[config.mk]
export PLATFORM = sky130hd
export DESIGN_NAME = load_store_unit
export DESIGN_NICKNAME = d
export VERILOG_FILES = /design/src/rtl/load_store_unit_pkg.sv /design/src/rtl/load_store_unit_load_extend.sv /design/src/rtl/load_store_unit.sv
export SDC_FILE = /design/constraint.sdc
export NUM_CORES = 1
export LEC_CHECK = 0
export ABC_CLOCK_PERIOD_IN_PS = 5950
export CAP_MARGIN = 10
export CORE_ASPECT_RATIO = 1.1
export CORE_MARGIN = 2
export CORE_UTILIZATION = 40
export CTS_CLUSTER_DIAMETER = 50
export CTS_CLUSTER_SIZE = 16
export DETAILED_ROUTE_END_ITERATION = 16
export PLACE_DENSITY = 0.84
export SETUP_SLACK_MARGIN = 0.3
export SLEW_MARGIN = 20
export SYNTH_ARGS = -nofsm -noshare
export SYNTH_HDL_FRONTEND = slang
export SYNTH_SLANG_ARGS = --single-unit
[constraint.sdc]
create_clock -name clk -period 5.95 [get_ports clk]
set_input_delay 0.595 -clock clk [delete_from_list [all_inputs] [get_ports clk]]
set_output_delay 0.595 -clock clk [all_outputs]
set_load 0.01 [all_outputs]
[src/rtl/load_store_unit_pkg.sv]
// load_store_unit_pkg: ALU memory opcodes, LSU state encoding and store-lane helpers
// shared by the load/store unit and its load-extension datapath.
package load_store_unit_pkg;

    localparam int unsigned ALUCODE_W = 6;
    localparam int unsigned DATA_W    = 32;

    localparam logic ENABLE  = 1'b1;
    localparam logic DISABLE = 1'b0;

    // ALU codes; only the eight memory codes are acted on by the LSU
    localparam logic [ALUCODE_W-1:0] ALU_ADD = 6'd0;
    localparam logic [ALUCODE_W-1:0] ALU_LB  = 6'd20;
    localparam logic [ALUCODE_W-1:0] ALU_LH  = 6'd21;
    localparam logic [ALUCODE_W-1:0] ALU_LW  = 6'd22;
    localparam logic [ALUCODE_W-1:0] ALU_LBU = 6'd23;
    localparam logic [ALUCODE_W-1:0] ALU_LHU = 6'd24;
    localparam logic [ALUCODE_W-1:0] ALU_SB  = 6'd25;
    localparam logic [ALUCODE_W-1:0] ALU_SH  = 6'd26;
    localparam logic [ALUCODE_W-1:0] ALU_SW  = 6'd27;

    typedef enum logic [1:0] {
        LSU_IDLE   = 2'd0,
        LSU_ACCESS = 2'd1,
        LSU_RESP   = 2'd2
    } lsu_state_e;

    function automatic logic is_load_op(input logic [ALUCODE_W-1:0] code);
        return (code == ALU_LB) || (code == ALU_LH) || (code == ALU_LW) ||
               (code == ALU_LBU) || (code == ALU_LHU);
    endfunction

    function automatic logic is_store_op(input logic [ALUCODE_W-1:0] code);
        return (code == ALU_SB) || (code == ALU_SH) || (code == ALU_SW);
    endfunction

    // Halfword ops need addr[0]=0, word ops need addr[1:0]=0
    function automatic logic is_misaligned(input logic [ALUCODE_W-1:0] code,
                                           input logic [1:0]           lane);
        logic mis;
        mis = DISABLE;
        if ((code == ALU_LH) || (code == ALU_LHU) || (code == ALU_SH)) begin
            mis = lane[0];
        end else if ((code == ALU_LW) || (code == ALU_SW)) begin
            mis = (lane != 2'b00);
        end
        return mis;
    endfunction

    function automatic logic [3:0] store_strb(input logic [ALUCODE_W-1:0] code,
                                              input logic [1:0]           lane);
        logic [3:0] strb;
        strb = 4'b0000;
        if (code == ALU_SB) begin
            strb = 4'b0001 << lane;
        end else if (code == ALU_SH) begin
            strb = 4'b0011 << lane;
        end else if (code == ALU_SW) begin
            strb = 4'b1111;
        end
        return strb;
    endfunction

    // Replicate the store operand so every strobed lane sees the right bytes
    function automatic logic [DATA_W-1:0] store_lanes(input logic [ALUCODE_W-1:0] code,
                                                      input logic [DATA_W-1:0]    data);
        logic [DATA_W-1:0] wd;
        wd = '0;
        if (code == ALU_SB) begin
            wd = {4{data[7:0]}};
        end else if (code == ALU_SH) begin
            wd = {2{data[15:0]}};
        end else if (code == ALU_SW) begin
            wd = data;
        end
        return wd;
    endfunction

endpackage

[src/rtl/load_store_unit_load_extend.sv]
// load_extend: combinational load-data extraction.
// Ports: alucode (load opcode), lane (addr[1:0]), mem_rdata (read word)
//        -> load_data_c (byte/halfword selected, sign/zero extended; 0 for non-loads).
module load_extend
    import load_store_unit_pkg::*;
(
    input  logic [ALUCODE_W-1:0] alucode,
    input  logic [1:0]           lane,
    input  logic [DATA_W-1:0]    mem_rdata,
    output logic [DATA_W-1:0]    load_data_c
);

    logic [7:0]  byte_sel;
    logic [15:0] half_sel;

    // Lane selection
    always_comb begin
        byte_sel = mem_rdata[7:0];
        case (lane)
            2'd0:    byte_sel = mem_rdata[7:0];
            2'd1:    byte_sel = mem_rdata[15:8];
            2'd2:    byte_sel = mem_rdata[23:16];
            default: byte_sel = mem_rdata[31:24];
        endcase
        half_sel = lane[1] ? mem_rdata[31:16] : mem_rdata[15:0];
    end

    // Extension by opcode
    always_comb begin
        load_data_c = '0;
        if (alucode == ALU_LB) begin
            load_data_c = {{24{byte_sel[7]}}, byte_sel};
        end else if (alucode == ALU_LBU) begin
            load_data_c = {24'd0, byte_sel};
        end else if (alucode == ALU_LH) begin
            load_data_c = {{16{half_sel[15]}}, half_sel};
        end else if (alucode == ALU_LHU) begin
            load_data_c = {16'd0, half_sel};
        end else if (alucode == ALU_LW) begin
            load_data_c = mem_rdata;
        end
    end

endmodule

[src/rtl/load_store_unit.sv]
// load_store_unit: sequential LSU between the ALU and a word-wide data-memory port.
// Core side: req_valid/alucode/addr/store_data in; busy, done, misaligned, load_data out.
// Memory side: mem_req/mem_we/mem_addr/mem_wstrb/mem_wdata out; mem_ready/mem_rdata in.
// One transaction at a time: IDLE -> ACCESS (wait for mem_ready) -> RESP (done pulse) -> IDLE,
// or IDLE -> RESP directly for rejected misaligned accesses.
module load_store_unit
    import load_store_unit_pkg::*;
#(
    parameter int unsigned ADDR_W = 32
) (
    input  logic                 clk,
    input  logic                 rst,
    input  logic                 req_valid,
    input  logic [5:0]           alucode,
    input  logic [ADDR_W-1:0]    addr,
    input  logic [31:0]          store_data,
    output logic                 busy,
    output logic                 done,
    output logic                 misaligned,
    output logic [31:0]          load_data,
    output logic                 mem_req,
    output logic                 mem_we,
    output logic [ADDR_W-1:0]    mem_addr,
    output logic [3:0]           mem_wstrb,
    output logic [31:0]          mem_wdata,
    input  logic                 mem_ready,
    input  logic [31:0]          mem_rdata
);

    lsu_state_e         state_q, state_d;
    logic [5:0]         op_q, op_d;
    logic [1:0]         lane_q, lane_d;
    logic               busy_q, busy_d;
    logic               done_q, done_d;
    logic               mis_q, mis_d;
    logic [31:0]        load_data_q, load_data_d;
    logic               mem_req_q, mem_req_d;
    logic               mem_we_q, mem_we_d;
    logic [ADDR_W-1:0]  mem_addr_q, mem_addr_d;
    logic [3:0]         mem_wstrb_q, mem_wstrb_d;
    logic [31:0]        mem_wdata_q, mem_wdata_d;
    logic [31:0]        ext_data_c;

    // Extraction from the latched opcode/lane so the read path is independent of core inputs
    load_extend u_load_extend (
        .alucode     (op_q),
        .lane        (lane_q),
        .mem_rdata   (mem_rdata),
        .load_data_c (ext_data_c)
    );

    // Next-state and registered-output logic
    always_comb begin
        state_d     = state_q;
        op_d        = op_q;
        lane_d      = lane_q;
        mis_d       = DISABLE;
        load_data_d = load_data_q;
        mem_we_d    = mem_we_q;
        mem_addr_d  = mem_addr_q;
        mem_wstrb_d = mem_wstrb_q;
        mem_wdata_d = mem_wdata_q;

        case (state_q)
            LSU_IDLE: begin
                if (req_valid && (is_load_op(alucode) || is_store_op(alucode))) begin
                    load_data_d = '0;
                    if (is_misaligned(alucode, addr[1:0])) begin
                        state_d = LSU_RESP;
                        mis_d   = ENABLE;
                    end else begin
                        state_d     = LSU_ACCESS;
                        op_d        = alucode;
                        lane_d      = addr[1:0];
                        mem_we_d    = is_store_op(alucode);
                        mem_addr_d  = {addr[ADDR_W-1:2], 2'b00};
                        mem_wstrb_d = store_strb(alucode, addr[1:0]);
                        mem_wdata_d = store_lanes(alucode, store_data);
                    end
                end
            end
            LSU_ACCESS: begin
                if (mem_ready) begin
                    state_d = LSU_RESP;
                    if (is_load_op(op_q)) begin
                        load_data_d = ext_data_c;
                    end
                end
            end
            LSU_RESP: begin
                state_d = LSU_IDLE;
            end
            default: begin
                state_d = LSU_IDLE;
            end
        endcase

        // Status flags follow the state being entered so they line up with it
        busy_d    = (state_d != LSU_IDLE);
        mem_req_d = (state_d == LSU_ACCESS);
        done_d    = (state_d == LSU_RESP);
    end

    // State and output registers
    always_ff @(posedge clk or posedge rst) begin
        if (rst) begin
            state_q     <= LSU_IDLE;
            op_q        <= '0;
            lane_q      <= '0;
            busy_q      <= DISABLE;
            done_q      <= DISABLE;
            mis_q       <= DISABLE;
            load_data_q <= '0;
            mem_req_q   <= DISABLE;
            mem_we_q    <= DISABLE;
            mem_addr_q  <= '0;
            mem_wstrb_q <= '0;
            mem_wdata_q <= '0;
        end else begin
            state_q     <= state_d;
            op_q        <= op_d;
            lane_q      <= lane_d;
            busy_q      <= busy_d;
            done_q      <= done_d;
            mis_q       <= mis_d;
            load_data_q <= load_data_d;
            mem_req_q   <= mem_req_d;
            mem_we_q    <= mem_we_d;
            mem_addr_q  <= mem_addr_d;
            mem_wstrb_q <= mem_wstrb_d;
            mem_wdata_q <= mem_wdata_d;
        end
    end

    assign busy       = busy_q;
    assign done       = done_q;
    assign misaligned = mis_q;
    assign load_data  = load_data_q;
    assign mem_req    = mem_req_q;
    assign mem_we     = mem_we_q;
    assign mem_addr   = mem_addr_q;
    assign mem_wstrb  = mem_wstrb_q;
    assign mem_wdata  = mem_wdata_q;

endmodule

# Word level (Yosys, flattened, before mapping)
# Cells that the tools add are included.
op_classes:
  n_eq_ne: 21
  shifts: 2
  mux: 28
  n_bitwise: 1
  reduce_logical: 22
ops:
  columns: ["operator", "count"]
  rows:
  - ["two-way mux 32 bit", 11]
  - ["equality test 6 x 5 -> 1 bit (second input constant)", 13]
  - ["one-hot mux 32 bit (2 select lines)", 1]
  - ["one-hot mux 8 bit (3 select lines)", 1]
  - ["two-way mux 16 bit", 1]
  - ["logical OR 1 bit", 14]
  - ["two-way mux 4 bit", 3]
  - ["two-way mux 1 bit", 7]
  - ["equality test 2 x 1 -> 1 bit (second input constant)", 3]
  - ["two-way mux 2 bit", 3]
  - ["!= test 2 bit (second input constant)", 3]
  - ["nonzero test 2 bit", 3]
  - ["equality test 2 bit (second input constant)", 2]
  - ["zero test 2 bit", 2]
  - ["one-hot mux 2 bit (2 select lines)", 1]
  - ["AND reduction 4 bit", 1]
  - ["<< shifter 1 x 2 -> 4 bit (first input constant)", 1]
  - ["<< shifter 2 x 2 -> 4 bit (first input constant)", 1]
  - ["AND reduction 3 bit", 1]
  - ["logical AND 1 bit", 1]
  - ["inverter 1 bit", 1]
word_totals:
  register_bits: 113
  input_bits: 106
  wordCells: 86

# Logic depth before layout (Yosys ltp)
depth:
  depth_word: 13
  mapped_depth: 9

# Cells and area by module
# A second synthesis with hierarchy kept.
hier_totals:
  hier_cells: 480
  area_unflattened_um2: 5724.2
modules_own_cells:
  columns: ["mod", "instances", "cells_per_inst", "area_each_um2", "seq_area_each_um2"]
  rows:
  - ["load_store_unit", 1, 370, 4885.9, 2827.7]
  - ["load_extend", 1, 110, 838.3, 0.0]

# Least setup slack after synthesis
# Ideal clock, no wire load.
synth_path:
  kind: "input-to-reg"
  start: "in alucode[1]"
  end: "reg mem_wstrb_q[0] (netlist: mem_wstrb[0])"
  arrival_ns: 2.078
  t_required_ns: 5.840
  setup_slack_ns: 3.762
  path_stages: 8
  path_cell_list: "clkbuf_1 nor4bb_1 o211ai_1 nand3_1 clkbuf_1 clkbuf_1 nand2_1 o41ai_1"
synth_between:
  elab_chain_cells: 8
synth_lines:
  columns: ["element", "line", "rtl"]
  rows:
  - ["start, declared", "load_store_unit.sv:14", "input logic [5:0] alucode,"]
  - ["equality test 6 x 5 -> 1 bit (on tied branches)", null, null]
  - ["logical OR 1 bit (on tied branches)", "load_store_unit_pkg.sv:44, load_store_unit_pkg.sv:29, load_store_unit_pkg.sv:42", null]
  - ["two-way mux 1 bit, or another cell as far along", "load_store_unit_pkg.sv:44", "end else if ((code == ALU_LW) || (code == ALU_SW)) begin"]
  - ["two-way mux 1 bit / logical OR 1 bit (equally long branches)", "load_store_unit_pkg.sv:42, load_store_unit_pkg.sv:29", null]
  - ["two-way mux 1 bit / logical OR 1 bit (equally long branches)", "load_store_unit.sv:66, load_store_unit_pkg.sv:30", null]
  - ["two-way mux 1 bit / logical OR 1 bit (equally long branches)", "load_store_unit.sv:64, load_store_unit.sv:66", null]
  - ["inverter 1 bit (no line) / logical AND 1 bit (equally long branches)", null, null]
  - ["AND reduction 3 bit (no line)", null, null]
  - ["end signal, assigned", "load_store_unit.sv:130", "mem_wstrb_q <= mem_wstrb_d;"]
  - ["end, declared", "load_store_unit.sv:40", "logic [3:0] mem_wstrb_q, mem_wstrb_d;"]
# Several ways; a longest one is shown, not always the timed one. The select of a mux whose other input is x is not followed.
# A chain may end at the register's enable or synchronous reset.

# Worst setup path in the final report
layout_path:
  start: "in alucode[0]"
  end: "reg mem_we_q (netlist: mem_we)"
layout_between:
  elab_chain_cells: 8
layout_lines:
  columns: ["element", "line", "rtl"]
  rows:
  - ["equality test 6 x 5 -> 1 bit (on tied branches)", null, null]
  - ["logical OR 1 bit (on tied branches)", "load_store_unit_pkg.sv:44, load_store_unit_pkg.sv:29, load_store_unit_pkg.sv:42", null]
  - ["two-way mux 1 bit, or another cell as far along", "load_store_unit_pkg.sv:44", null]
  - ["two-way mux 1 bit / logical OR 1 bit (equally long branches)", "load_store_unit_pkg.sv:42, load_store_unit_pkg.sv:29", null]
  - ["two-way mux 1 bit / logical OR 1 bit (equally long branches)", "load_store_unit.sv:66, load_store_unit_pkg.sv:30", null]
  - ["two-way mux 1 bit / logical OR 1 bit (equally long branches)", "load_store_unit.sv:64, load_store_unit.sv:66", null]
  - ["inverter 1 bit (no line) / logical AND 1 bit (equally long branches)", null, null]
  - ["AND reduction 3 bit (no line)", null, null]
  - ["end signal, assigned", "load_store_unit.sv:128", "mem_we_q <= mem_we_d;"]
  - ["end, declared", "load_store_unit.sv:38", "logic mem_we_q, mem_we_d;"]
# Several ways; a longest one is shown, not always the timed one. The select of a mux whose other input is x is not followed.

==> reports/qor.yml <==
avgRoutedWirePerCell_um: 19.1
post-cts-setup-buffer-count: 0
clkSinkCount: 113
grt_setup_unrepaired: "false"
worst_ep_arrival_time_ps: 3790
drive_gt1_share_pct: 15.2
grt_util_all_layers_pct: 22.6
startpoint: "alucode[0]"
fmax_mhz: 285
die_h_um: 125
synth_cell_types: 53
path_buf_inv: 2
path_class: "input port to flop"
mostFrequentLayoutCells: "208 x clkdlybuf4s50_1, 113 x dfrtp_1, 73 x nand2_1"
cts_tree: "yes"
drt_wl_total_um: 16100
antenna_found_initial: 0
cts.htree.levels: 4
final.setup.worst_slack_ps: 2440
synth-seq-cells: 113
pin_count: 211
finalInstanceArea_sq_um: 8150
routed_via_density: 5.68
grt_max_degree: 82
dp_slack_ps: 2050
cts-hold-fix-buffers: 0
r2r_start: "state_q[0]$_DFF_PP0_"
syn_area_sq_um: 5330
die_w_um: 114
fillers: 1033
synth.area.top_cells: "dfrtp_1 53%, mux2_2 8.9%, nand2_1 5.1%, o21ai_0 4.0%, a22oi_1 3.4%"
crit_chain: "clkdlybuf4s50_1 -> and3b_1 -> o2111ai_1 -> nand3_4 -> buf_4 -> mux2_2"
root_buffer: "clkbuf_16"
dp_hpwl_um: 11600
ir_drop_uv: 238
grt_overflow: 0
synth_warnings: 0
synthCells: 477
placed_cells: 815
clkTransAtPathRegs_ps: 60
vias: 4808
grt_pass1_wl_um: 25400
hold_ws_ps: 479
relSlewSlack_pct: 39.3
final.setup.tns_ps: 0
slew_violations: 0
crit_family: "buffers and inverters"
slowest_stage: "clkdlybuf4s50_1"
status: "complete, no violations"
synthFlopType: "dfrtp_1"
fp.coreArea_sq_um: 13100
post-route-period-util_pct: 59.0
r2r-end: "mem_we$_DFFE_PP0P_"
rows: 44
grt_pass1_vias: 4917
reg2reg_depth: 5
area_delta_synth_final_pct: 53.0
startpoint_type: "input port"
crit_required_ps: 6240
nNetsFinal: 783
final_util_pct: 62.2
hold_path.class: "flop to flop"
dpl_cell_area_sq_um: 7490
finalSetupViolCount: 0
drtIter0Drc: 414
mostFrequentLayoutCell: "clkdlybuf4s50_1"
fin_cells: 847
synth_area_per_cell_sq_um: 11.2
leakagePower_nw: 3.36
place_congestion: 0.897
tightest_slew_ps: 910
cts_resized: 0
yosysTopAreaCellShare_pct: 53.1
postRouteAntennaNets: 0
ys_async_sr_fraction_pct: 100
cts_inserted_buffers: 17
portBuffers: 208
finalHoldViolations: 0
fin_skew_ps: 8.09
reg2reg_slack_ps: 3330
power_density_nw_per_um2: 351
clkLatencyLatePin_ps: 410
synth_edf_count: 0
path_max_fanout: 81
end_kind: "flop"
start_util_pct: 40.7
cp_slowest_stage_delay_ps: 870
cp_num_cells: 6
antenna_cells: 0
timing.critical_path.to: "mem_we$_DFFE_PP0P_"
fin_crit_ps: 3510
first_pass_iters: 5
yosys.area.top_type: "dfrtp_1"
finalPower_mw: 2.86
dieArea_sq_um: 14300
synth-seq-area-share_pct: 53.1
timing.max_cap.violations: 0
drc: 0
cts_buffer_depth: 2
-- per-layer routing --
| layer | GRT usage (%) | wire length [um] |
|---|---|---|
| met1 | 27.1 | 6080 |
| met2 | 36.9 | 7960 |
| met5 | 0 | 0 |
| met4 | 9.68 | 498 |
| met3 | 7.76 | 1600 |
-- where the power goes --
group / internal [mW] / switching [mW] / total, mW / leakage, nW
clock: 0.754 / 0.362 / 1.12 / 0.301
combinational: 0.423 / 0.331 / 0.754 / 1.56
sequential: 0.894 / 0.0956 / 0.990 / 1.50
total: 2.07 / 0.789 / 2.86 / 3.36
-- logic make-up after synthesis --
kind of cell             after synthesis  synth area share (%)
buffers and inverters                 42                  3.62
other                                  1                0.0704
AO/OA/AOI/OAI                        151                  19.8
flip-flops                           113                  53.1
XOR/XNOR                               2                 0.329
multiplexers                          53                  12.6
adder cells (fa/ha/maj)                4                 0.939
AND/OR/NAND/NOR                      111                  9.58
-- worst reg2reg max path: stages (launching register included) --
cell     delay [ps]
dfrtp_1         440
nor2_1          130
and4_1          370
nand3_4         710
buf_4           550
mux2_2          300
-- state kept, by name, summed over array words and instances, names as in the netlist --
register	cells
mem_wstrb	4
mem_addr	30
state_q	2
mem_we	1
mem_wdata	32
op_q	6
load_data	32
misaligned	1
mem_req	1
done	1
lane_q	2
busy	1
-- cell usage after synthesis, types with 2 or more instances --
master and instances:
ha_1 4, a221oi_1 5, buf_6 3, a21o_1 3, a21boi_0 2, o21ai_0 43, mux2_2 42, nor2b_1 4
mux4_2 7, clkbuf_1 23, nand2_1 73, buf_2 4, and3_1 2, o21ai_2 10, buf_4 2, or3_1 2
o31ai_1 14, nor2_1 10, a221o_1 8, inv_1 6, or2_2 3, a222oi_1 3, a211oi_1 2, dfrtp_1 113
and2_1 2, a22o_1 8, nand2b_1 4, mux2i_1 4, a21oi_1 20, a22oi_1 24, nor3b_1 2, buf_1 4
-- worst min-delay path by stage --
stage                                   start                        end  depth (start not counted)
floorplan                state_q[1]$_DFF_PP0_          mem_req$_DFF_PP0_                          1
global placement     load_data[4]$_DFFE_PP0P_   load_data[4]$_DFFE_PP0P_                          2
detailed placement  load_data[17]$_DFFE_PP0P_  load_data[17]$_DFFE_PP0P_                          2
CTS                      state_q[1]$_DFF_PP0_          mem_req$_DFF_PP0_                          1
global route        mem_wdata[31]$_DFFE_PP0P_  mem_wdata[31]$_DFFE_PP0P_                          2
finish              load_data[17]$_DFFE_PP0P_  load_data[17]$_DFFE_PP0P_                          2
-- layout make-up --
cell class                 instances  area (sq um)  area share (%)
clock buffer                      19           443            5.43
timing repair buffer             212          2110            25.9
inverter                           6          25.0           0.307
sequential                       113          2830            34.7
clock inverter                    13           210            2.58
multi-input combinational        323          2330            28.6
tap                              161           201            2.47
Note: power is estimated with default switching activity, not from simulation.
